File: config.mk
export PLATFORM = sky130hd
export DESIGN_NAME = mux_n_scan
export DESIGN_NICKNAME = d
export VERILOG_FILES = /design/src/rtl/mux_n_scan.sv
export SDC_FILE = /design/constraint.sdc
export NUM_CORES = 1
export LEC_CHECK = 0
export BUFFER_PORTS_ARGS = -buffer_cell sky130_fd_sc_hd__buf_4
export CAP_MARGIN = 25
export CORE_UTILIZATION = 60
export DETAILED_ROUTE_END_ITERATION = 8
export PLACE_DENSITY = 0.91
export SETUP_SLACK_MARGIN = 0.02
export SYNTH_ARGS = -nofsm -noshare
export SYNTH_HDL_FRONTEND = slang
export SYNTH_SLANG_ARGS = --single-unit
File: constraint.sdc
create_clock -name clk -period 6.45 [get_ports clk]
set_clock_uncertainty 0.15 [all_clocks]
set_input_delay 0.3225 -clock clk [delete_from_list [all_inputs] [get_ports clk]]
set_output_delay 0.3225 -clock clk [all_outputs]
set_load 0.05 [all_outputs]
File: src/rtl/mux_n_scan.sv
// N-channel registered multiplexer with manual select and auto-scan mode.
// In scan mode, each channel is shown for DWELL enabled cycles before the pointer advances.
module mux_n_scan #(
  parameter int W     = 8,
  parameter int N     = 4,
  parameter int DWELL = 4,
  localparam int SW   = $clog2(N)
) (
  input  logic            clk,
  input  logic            rst,
  input  logic [N*W-1:0]  i,
  input  logic [SW-1:0]   s,
  input  logic            mode,
  input  logic            en,
  output logic [W-1:0]    o,
  output logic [SW-1:0]   ch,
  output logic            valid,
  output logic            step,
  output logic            sel_err
);

  localparam logic [15:0] DWELL_LAST = 16'(DWELL - 1);
  localparam logic [SW-1:0] PTR_LAST = SW'(N - 1);

  logic [W-1:0]  o_q,   o_d;
  logic [SW-1:0] ch_q,  ch_d;
  logic [SW-1:0] ptr_q, ptr_d;
  logic [15:0]   cnt_q, cnt_d;
  logic          valid_q, valid_d;
  logic          step_q,  step_d;
  logic          sel_err_q, sel_err_d;
  logic          prev_mode_q, prev_mode_d;

  // An out-of-range index matches no channel and therefore yields zero.
  function automatic logic [W-1:0] pick(input logic [N*W-1:0] data,
                                        input logic [SW-1:0]  idx);
    logic [W-1:0] r;
    r = '0;
    for (int k = 0; k < N; k++) begin
      if (int'(idx) == k) r = data[k*W +: W];
    end
    return r;
  endfunction

  always_comb begin
    // NOTE: every variable gets a default here so no path can leave it unassigned and infer a latch.
    o_d         = o_q;
    ch_d        = ch_q;
    ptr_d       = ptr_q;
    cnt_d       = cnt_q;
    valid_d     = valid_q;
    step_d      = 1'b0;
    sel_err_d   = sel_err_q;
    prev_mode_d = prev_mode_q;

    if (en) begin
      prev_mode_d = mode;
      valid_d     = 1'b1;
      if (!mode) begin
        o_d       = pick(i, s);
        ch_d      = s;
        sel_err_d = (int'(s) >= N);
        cnt_d     = '0;
      end else begin
        sel_err_d = 1'b0;
        if (!prev_mode_q) begin
          ptr_d  = (int'(s) >= N) ? '0 : s;
          cnt_d  = '0;
          step_d = 1'b1;
        end else if (cnt_q == DWELL_LAST) begin
          ptr_d  = (ptr_q == PTR_LAST) ? '0 : ptr_q + 1'b1;
          cnt_d  = '0;
          step_d = 1'b1;
        end else begin
          cnt_d  = cnt_q + 16'd1;
        end
        o_d  = pick(i, ptr_d);
        ch_d = ptr_d;
      end
    end
  end

  // NOTE: sequential state uses non-blocking assignments so all registers update together at the edge.
  always_ff @(posedge clk or posedge rst) begin
    if (rst) begin
      o_q         <= '0;
      ch_q        <= '0;
      ptr_q       <= '0;
      cnt_q       <= '0;
      valid_q     <= 1'b0;
      step_q      <= 1'b0;
      sel_err_q   <= 1'b0;
      prev_mode_q <= 1'b0;
    end else begin
      o_q         <= o_d;
      ch_q        <= ch_d;
      ptr_q       <= ptr_d;
      cnt_q       <= cnt_d;
      valid_q     <= valid_d;
      step_q      <= step_d;
      sel_err_q   <= sel_err_d;
      prev_mode_q <= prev_mode_d;
    end
  end

  assign o       = o_q;
  assign ch      = ch_q;
  assign valid   = valid_q;
  assign step    = step_q;
  assign sel_err = sel_err_q;

endmodule

==> impl_metrics.yaml <==
yosys:
  syn_area_sq_um: 2540
  synth_area_per_cell_sq_um: 8.14
  synth_nets: 352
  synth_seq_cells: 31
  async_flop_share_pct: 100
  ys_types: 42
  yosysTopAreaCell: "dfrtp_1"
  yosysWarningCount: 0
  netlist_instances: 312
  yosysTopAreaCellShare_pct: 30.5
  synth_flop_cell: "dfrtp_1"
  yosysSeqAreaShare_pct: 30.5
  ys_top_cells_by_area: "dfrtp_1 (31%), nand2_1 (12%), a21oi_1 (7.1%), mux4_2 (7.1%), o21ai_0 (5.7%)"
  synth_edf_count: 0
setup_path:
  worstSetupEndpointType: "flop"
  crit_fanout: 26
  cp_slowest_cell: "and4_1"
  crit_chain: "ha_1 > nor4b_4 > and4_1 > a221o_1 > nor3_2 > o31ai_2"
  critPathRequiredTime_ps: 6490
  crit_type: "flop to flop"
  critical_path_buf_inv_count: 0
  cp.arrival_ps: 3230
  critPathTopFamily: "simple AND/OR/NAND/NOR gates"
  max_stage_delay_ps: 960
  cp-start-kind: "flop"
cts:
  cts_buffer_depth: 2
  clk_pin_slew_ps: 70
  cts_tree: "built"
  ctsResizeCount: 0
  post_cts.repair.setup_buffers: 0
  numCtsBuffers: 5
  clkLatencyLatePin_ps: 300
  cts_root_buffer: "clkbuf_8"
  cts.sinks: 31
  cts_max_level: 2
status:
  status: "finished clean"
floorplan:
  die_area_sq_um: 4500
  core_area_sq_um: 4030
  fp.dieH_microns: 67.1
  start_util_pct: 63.1
  placementRows: 23
  boundaryPins: 51
  die_w_microns: 67.1
placement:
  dp_hpwl_microns: 4630
  routabilityCongestion: 0.869
  io_buffers: 49
  dp.cells: 392
cells_and_area:
  seqCellArea_sq_um: 776
  area_growth_pct: 16.9
  fin_cells: 401
  fillers: 304
  multiInputGateArea_sq_um: 1600
  final_util_pct: 73.8
  n_antenna_cell: 0
  final_nets: 390
  final_layout_size_suffix_gt1_share_pct: 26.8
timing:
  fin_crit_sh_pct: 49.5
  finalSetupViolCount: 0
  holdWs_ps: 263
  hold_viol_final: 0
  slew_headroom_pct: 29.0
  rsz0062_at_grt: "no"
  max_freq_mhz: 313
  setup_tns_ps: 0
  slew_violations: 0
  period_needed_ps: 3190
  tightest_slew_ps: 1060
pwr:
  vdd_drop_max_v: 0.000127
  pwr-share-clk_pct: 26.6
  p_int_uw: 363
  switchingPower_uw: 232
  comb_power_share_pct: 36.8
  sequentialPowerShare_pct: 36.6
  power.leakage_uw: 0.00130
  power_density_nw_per_um2: 200
  switching_share_pct: 38.9
  p_total_uw: 595
route:
  route.detailed.drc: 0
  drt_iter0_markers: 372
  first_pass_iters: 5
  ant_nets: 0
  route.final.wire_length_microns: 7020
  num_vias: 2613
  routed_via_density: 6.52
  wl_per_cell_microns: 17.5
global_route:
  grt_pass1_wl_microns: 11300
  grt.total_usage_pct: 33.8
  antenna_found_initial: 0
  gr-total-overflow: 0
  grt_pass1_vias: 2524
  grt_max_degree: 32
min_path:
  worstHoldPathType: "primary input to flop"
run:
  maxCapViolations: 0
[worst paths after layout]
path / startpoint / endpoint / slack, ps / cells after the start
worst max-delay path: cnt_q[0]$_DFFE_PP0P_ / o[0]$_DFFE_PP0P_ / 3260 / 6
worst min-delay path: en / ch[0]$_DFFE_PP0P_ / 260 / 2
worst max register to register: cnt_q[0]$_DFFE_PP0P_ / o[0]$_DFFE_PP0P_ / 3260 / 6
worst min register to register: valid$_DFFE_PP0P_ / valid$_DFFE_PP0P_ / 330 / 1
max in group asynchronous: rst / cnt_q[0]$_DFFE_PP0P_ / 5300 / 4
min in group asynchronous: rst / valid$_DFFE_PP0P_ / 550 / 4
[synthesized netlist by cell type (all sizes together) (3+ instances only)]
cell,number
nand2,80
a21oi,36
dfrtp,31
o21ai,31
nor3,23
buf,15
inv,12
nor4,9
mux4,8
o31ai,8
a22o,7
clkbuf,7
nand3,6
a21o,5
mux2i,5
nor2,4
and3,3
[power groups by stage]
stage          registers [uW]  clock network (uW)  logic [uW]
3_5_place_dp              221                   0         216
6_report                  218                 158         219
5_1_grt                   219                 168         239
3_3_place_gp              220                   0         209
4_1_cts                   217                 156         217
2_1_floorplan             249                   0         125
[flip-flops by register name (all words and copies together), names as in the netlist]
name / flops
ch: 2
cnt_q: 16
step: 1
valid: 1
ptr_q: 2
o: 8
prev_mode_q: 1
[layer usage]
metal / GRT usage, % / routed length [microns] / up-vias
met4: 21.5 / 261 / 0
met3: 11.8 / 644 / 34
met5: 0 / 0 / -
met1: 41.3 / 2740 / 1220
met2: 49.9 / 3370 / 163
li1: - / - / 1196
[cell families after synthesis]
family / Yosys count / synth area share [%]
buf+inv: 34 / 6.55
simple gates: 132 / 26.7
xor+xnor: 4 / 1.38
other cells: 1 / 0.148
flops: 31 / 30.5
fa+ha+maj: 2 / 0.985
mux: 15 / 9.95
compound gates: 93 / 23.7
[stage by stage]
step | instance area, sq um | setup slack, ps
floorplan | 2540 | 4390
global placement | 2870 | 3490
detailed placement | 2870 | 3360
CTS | 2970 | 3310
global route | 2970 | 3140
finish | 2970 | 3260
[cell type report]
type                    count  share of cell area [%]
multi-input cells         247                    53.8
flip-flops and latches     31                    26.1
repair buffers             53                    13.5
clock buffers               5                    2.32
well taps                  50                    2.11
inverters                  12                    1.52
clock inverters             3                   0.674
[timing repair]
item | CTS | global route
endpoints found under the hold margin | 31 | 0
hold buffers | 1 | 0
setup endpoints to repair | 0 | 0
[placed cells by master (no fill, tap or decap), drive strengths merged, types with 2 or more instances in the layout]
cell type  count
nor3          23
clkinvlp       2
nand2         80
nand4          2
xnor2          2
mux4           8
o31ai          8
o21ai         31
a21o           5
dfrtp         31
a21oi         36
nor4           9
nand3          6
xor2           2
and3           3
inv           12
mux2i          5
nor2           4
a22o           7
buf           52
clkbuf         5
mux2           2
ha             2
[worst reg2reg max path, cell delays in order, from the launching register on]
cell and delay [ps]:
dfrtp_1 390, ha_1 260, nor4b_4 310, and4_1 960
a221o_1 660, nor3_2 110, o31ai_2 250
Power figures use the tool's default switching activity.
